==> config.mk <==
export PLATFORM = sky130hd
export DESIGN_NAME = transpose_stream_ctrl
export DESIGN_NICKNAME = d
export VERILOG_FILES = /design/src/rtl/transpose_stream_ctrl.sv
export SDC_FILE = /design/constraint.sdc
export NUM_CORES = 1
export LEC_CHECK = 0
export ABC_CLOCK_PERIOD_IN_PS = 2480
export BUFFER_PORTS_ARGS = -buffer_cell sky130_fd_sc_hd__buf_2
export CAP_MARGIN = 20
export CORE_ASPECT_RATIO = 1.25
export CORE_UTILIZATION = 50
export CTS_CLUSTER_SIZE = 16
export DETAILED_ROUTE_END_ITERATION = 6
export PLACE_DENSITY = 0.73
export SYNTH_ARGS = -nofsm -noshare
export SYNTH_HDL_FRONTEND = slang
export SYNTH_SLANG_ARGS = --single-unit
==> constraint.sdc <==
create_clock -name clk -period 2.48 [get_ports clk]
set_input_delay 0.248 -clock clk [delete_from_list [all_inputs] [get_ports clk]]
set_output_delay 0.248 -clock clk [all_outputs]
set_load 0.05 [all_outputs]
==> src/rtl/transpose_stream_ctrl.sv <==
// Streaming M x N transposer: loads a row-major matrix into a register array, then replays it column by column.
// Optional framing check on s_last is enabled by defining TRANSPOSE_LAST_CHECK_EN.
module transpose_stream_ctrl #(
  parameter int M = 5,
  parameter int N = 3,
  parameter int W = 8
) (
  input  logic         clk,
  input  logic         reset,
  input  logic         s_valid,
  output logic         s_ready,
  input  logic [W-1:0] s_data,
  input  logic         s_last,
  output logic         m_valid,
  input  logic         m_ready,
  output logic [W-1:0] m_data,
  output logic         m_last,
  output logic         busy,
  output logic         err
);

  localparam int RW = (M > 1) ? $clog2(M) : 1;
  localparam int CW = (N > 1) ? $clog2(N) : 1;

  typedef enum logic {
    LOAD  = 1'b0,
    DRAIN = 1'b1
  } state_t;

  state_t        r_state;
  logic [RW-1:0] r_r;
  logic [CW-1:0] r_c;
  logic [RW-1:0] r_i;
  logic [CW-1:0] r_j;
  logic [W-1:0]  r_buf [M][N];

  logic w_s_acc;
  logic w_m_acc;
  logic w_in_end;
  logic w_out_end;

  assign w_s_acc   = s_valid && (r_state == LOAD);
  assign w_m_acc   = m_ready && (r_state == DRAIN);
  assign w_in_end  = (r_r == RW'(M - 1)) && (r_c == CW'(N - 1));
  assign w_out_end = (r_i == RW'(M - 1)) && (r_j == CW'(N - 1));

  // State machine and load/drain counters; counters only move on a handshake.
  always_ff @(posedge clk) begin
    if (reset) begin
      r_state <= LOAD;
      r_r     <= '0;
      r_c     <= '0;
      r_i     <= '0;
      r_j     <= '0;
    end else begin
      case (r_state)
        LOAD: begin
          if (w_s_acc) begin
            if (r_c == CW'(N - 1)) begin
              r_c <= '0;
              if (r_r == RW'(M - 1)) begin
                r_r     <= '0;
                r_state <= DRAIN;
              end else begin
                r_r <= r_r + RW'(1);
              end
            end else begin
              r_c <= r_c + CW'(1);
            end
          end
        end
        DRAIN: begin
          if (w_m_acc) begin
            if (r_i == RW'(M - 1)) begin
              r_i <= '0;
              if (r_j == CW'(N - 1)) begin
                r_j     <= '0;
                r_state <= LOAD;
              end else begin
                r_j <= r_j + CW'(1);
              end
            end else begin
              r_i <= r_i + RW'(1);
            end
          end
        end
        default: begin
          r_state <= LOAD;
        end
      endcase
    end
  end

  // Element storage is written only during LOAD and deliberately survives reset.
  always_ff @(posedge clk) begin
    if (w_s_acc) begin
      r_buf[r_r][r_c] <= s_data;
    end
  end

  assign s_ready = (r_state == LOAD);
  assign m_valid = (r_state == DRAIN);
  assign m_data  = r_buf[r_i][r_j];
  assign m_last  = (r_state == DRAIN) && w_out_end;
  assign busy    = (r_state == DRAIN) || (r_r != '0) || (r_c != '0);

`ifdef TRANSPOSE_LAST_CHECK_EN
  logic r_err;

  // Sticky framing error: s_last must coincide exactly with the counter-defined last element.
  always_ff @(posedge clk) begin
    if (reset) begin
      r_err <= 1'b0;
    end else if (w_s_acc && (s_last != w_in_end)) begin
      r_err <= 1'b1;
    end
  end

  assign err = r_err;
`else
  // s_last is ignored; folding it in keeps the port consumed while err stays constant low.
  assign err = s_last & 1'b0;
`endif

endmodule

# After elaboration in Yosys (flattened, before gate mapping)
# Memories as Yosys holds them, arrays and structs flattened. A register that Yosys moved wholly into a read port is not among the register bits.
# Index checks and enable logic that the tools add are counted.
[op_classes]
n_addsub = 4
n_lt_le_gt_ge = 3
eq_ne = 4
mux = 20
bitwise_logic = 3
n_reduce_logical = 13
[ops]
columns = ["op", "n"]
rows = [
  ["24-bit two-way mux", 1],
  ["8-bit two-way mux", 3],
  ["8-bit binary-select mux with 2-bit select", 1],
  ["8-bit demux with 2-bit select", 1],
  ["3-bit two-way mux", 4],
  ["1-bit two-way mux", 7],
  ["3-bit by 1-bit adder with 3-bit output, second input constant", 2],
  ["3-bit equality test, second input constant", 2],
  ["3-bit greater-or-equal comparator, second input constant", 2],
  ["2-bit inverter with 3-bit output", 2],
  ["3-bit AND reduction", 2],
  ["1-bit logical AND", 5],
  ["2-bit by 1-bit adder with 2-bit output, second input constant", 2],
  ["2-bit equality test, second input constant", 2],
  ["2-bit two-way mux", 2],
  ["2-bit AND reduction", 2],
  ["3-bit by 1-bit less-than comparator with 1-bit output, second input constant", 1],
  ["3-bit nonzero test", 1],
  ["1-bit logical OR", 2],
  ["1-bit one-hot mux with 2 select lines", 1],
  ["2-bit nonzero test", 1],
  ["1-bit inverter", 1],
]
[totals]
reg_bits = 11
ram_bits = 120
inputBits = 13
elab_cells = 53
n_memories = 1
[memory_table]
columns = ["memory", "words", "word_bits", "rd", "rd_clocked_by_memory_dff", "write_ports", "line_no", "rtl"]
rows = [
  ["r_buf", 5, 24, 1, 1, 1, "35", "logic [W-1:0] r_buf [M][N];"],
]

# Logic depth before layout (Yosys ltp)
[depth]
word_depth = 6
depth_mapped = 6

# Worst setup path before layout
# Ideal clock, no wire load.
[synth_timing]
kind = "reg2out"
start = "register with a tool-made name"
end = "output m_data[6]"
arrival_time_ps = 2126
required_ps = 2232
slack_ps = 106
stages_incl_launch_ff = 6
path_cell_list = "dfxtp_1 buf_2 mux2i_1 nor3b_1 a211oi_1 o32ai_1"
[synth_lines]
columns = ["element", "line_no", "rtl"]
rows = [
  ["end, declared", "16", "output logic [W-1:0] m_data,"],
]

==> flow_metrics.tcl <==
set metrics [dict create \
    grt_pass1_wl_mm 16.3 \
    via_per_inst 5.72 \
    tns_ns 0 \
    grt-ovfl-total 0 \
    insertedDiodeCount 0 \
    dp_hpwl_mm 6.84 \
    die-area_um2 11200 \
    async_reset_ff_share_pct 0 \
    area_delta_synth_final_pct 18.6 \
    synthDistinctLibCells 41 \
    rows 42 \
    pwr-share-seq_pct 48.2 \
    ys_ff_latch 134 \
    dp_slack_ns 0.303 \
    die_x_um 94.9 \
    drt.antenna.violating_nets 0 \
    grt_max_degree 17 \
    cts_tree "yes" \
    crit_path_start_kind "flop" \
    clk_pin_slew_worst_paths_ns 0.05 \
    synth_ff_type "edfxtp_1" \
    synth_edf_count 120 \
    h-tree-depth 4 \
    cp_data_required_time_ns 2.23 \
    max_freq_ghz 0.422 \
    setup_violations 0 \
    drive_gt1_share_pct 26.6 \
    cellPowerDensity_nw_per_um2 807 \
    maxCapViolCount 0 \
    grt_pass1_vias 3214 \
    io_buffers 23 \
    clock-sinks 134 \
    syn_avg_cell_area_um2 16.2 \
    crit_type "flop to output port" \
    rsz0062_at_grt "no" \
    clock_path_buffers 2 \
    cp-end-kind "output port" \
    drcViolationCount 0 \
    clock-root-buffer "clkbuf_16" \
    drt_wl_total_mm 10.1 \
    synth_area_um2 5400 \
    min_period_over_period_pct 95.5 \
    syn-num-nets 350 \
    cp_max_fo 13 \
    initial_utilization_pct 51.1 \
    numCtsBuffers 17 \
    p_int_uw 4190 \
    hold_path_class "input pin to flop" \
    drv_slew 0 \
    finClkSkew_ns 0.00363 \
    antenna_found_initial 0 \
    clock_latency_ns 0.40 \
    hold_viol 0 \
    yosys_warnings 0 \
    dr.pass1.iters 4 \
    swShare_pct 18.8 \
    track_usage_pct 20.5 \
    p_comb_share_pct 3.3 \
    ioPinCount 26 \
    p_leak_uw 0.00212 \
    pwr-share-clk_pct 48.5 \
    ir_worst_vdd_mv 0.543 \
    die_y_um 118 \
    synthCells 333 \
    place_congestion 0.803 \
    status "finished, final reports clean" \
    drt_iter0_drc 187 \
    total_power_uw 5160 \
    core_area_um2 10600 \
    num_vias 2994 \
    post_drt_wl_per_cell_um 19.4 \
    nets 396 \
    fin_crit_ns 2.37 \
    arrival_ns 2.12 \
    yosysSeqAreaShare_pct 72.0 \
    fin_ws_ns 0.112 \
    power_switching_uw 973 \
]
-- cell families after synthesis --
kind of cell	share of synthesized area (%)
adders and majority gates	0.928
muxes	11.2
and+or+nand+nor	6.82
AOI/OAI and AO/OA	6.47
other	0.0695
buffers and inverters	2.41
DFF	72.0
xor gates and xnor gates	0.162
-- stage by stage --
step	hold slack [ns]	instances	util [%]	instance area, um2
floorplan	0.317	333	-	5400
global placement	0.482	492	54.6	5770
detailed placement	0.495	492	54.6	5770
CTS	0.135	523	60.4	6380
global route	0.155	523	60.6	6400
finish	0.150	523	60.6	6400
-- cell usage in the layout (no fill, tap or decap), types with 3 or more instances in the layout --
cell,netlist,layout
nand3_1,3,3
buf_2,5,18
clkinv_2,0,8
mux2_2,9,9
dfxtp_1,14,11
a211oi_1,8,8
o211ai_2,7,7
nand2_1,20,20
bufinv_16,0,4
or3_1,5,5
mux2i_1,29,29
nor3b_1,3,3
clkbuf_16,0,17
edfxtp_1,120,120
mux4_2,7,7
ha_1,4,4
inv_1,6,6
nor2_1,31,31
a21oi_1,11,11
a2bb2oi_1,7,7
buf_4,2,23
o22ai_1,7,7
-- power by group through the flow --
stage | clock network [uW] | registers [uW] | logic [uW]
floorplan | 0 | 2530 | 102
global route | 2630 | 2490 | 183
detailed placement | 0 | 2540 | 166
finish | 2500 | 2490 | 170
global placement | 0 | 2530 | 160
CTS | 2550 | 2490 | 169
-- layout make-up --
cell class                      count  area (um2)
Tap cell                          132         165
Timing Repair Buffer               46         337
Multi-Input combinational cell    174        1390
Inverter                            6        22.5
Clock buffer                       19         433
Fill cell                         780        4170
Clock inverter                     12         160
Sequential cell                   134        3890
-- routing by layer --
| layer | up-vias | share of wire [%] | GRT usage [%] |
|---|---|---|---|
| li1 | 1384 | - | - |
| met1 | 1525 | 41 | 24.3 |
| met2 | 68 | 53 | 34.4 |
| met3 | 17 | 3.5 | 4.76 |
| met4 | 0 | 2.2 | 10.2 |
| met5 | - | 0 | 0 |
-- Yosys cell counts, types with 4 or more instances --
cell       count  area share, %
edfxtp_1     120             67
nor2_1        31            2.2
mux2i_1       29            5.4
nand2_1       20            1.4
dfxtp_1       14            5.2
a21oi_1       11            1.0
clkbuf_1       9           0.63
mux2_2         9            1.9
a211oi_1       8            1.1
a2bb2oi_1      7            1.1
mux4_2         7            2.9
o211ai_2       7            1.6
o22ai_1        7           0.81
inv_1          6           0.42
buf_2          5           0.46
or3_1          5           0.58
ha_1           4           0.93
-- repair_timing --
item	CTS	global route
hold buffers	0	0
resized for setup	8	5
endpoints found under the setup margin	7	7
setup buffers	0	0
cloned	0	0
endpoints found under the hold margin	0	0
-- registers in the layout, summed over array words and instances (netlist names), named ones only --
signal,flops
r_c,2
r_r,3
r_i,3
m_valid,1
r_buf,120
r_j,2
-- worst max-delay path, cell delays in order (launching register included) --
cell and delay [ns]:
dfxtp_2 0.35, buf_12 0.15, mux4_2 0.49, mux2_2 0.30, nand2_1 0.10, o211ai_2 0.08
buf_2 0.23
-- path summary, 6_finish.rpt --
check,startpoint,to,slack (ns),cells past startpoint
setup / recovery,flop,m_data[7],0.11,6
setup reg to reg,m_valid$_SDFF_PP0_,r_buf[1][1]$_DFFE_PP_,0.50,4
hold / removal,reset,r_r[2]$_SDFFE_PP0P_,0.15,2
hold reg to reg,r_i[1]$_SDFFE_PP0P_,flop,0.50,2
Power figures use the tool's default switching activity.
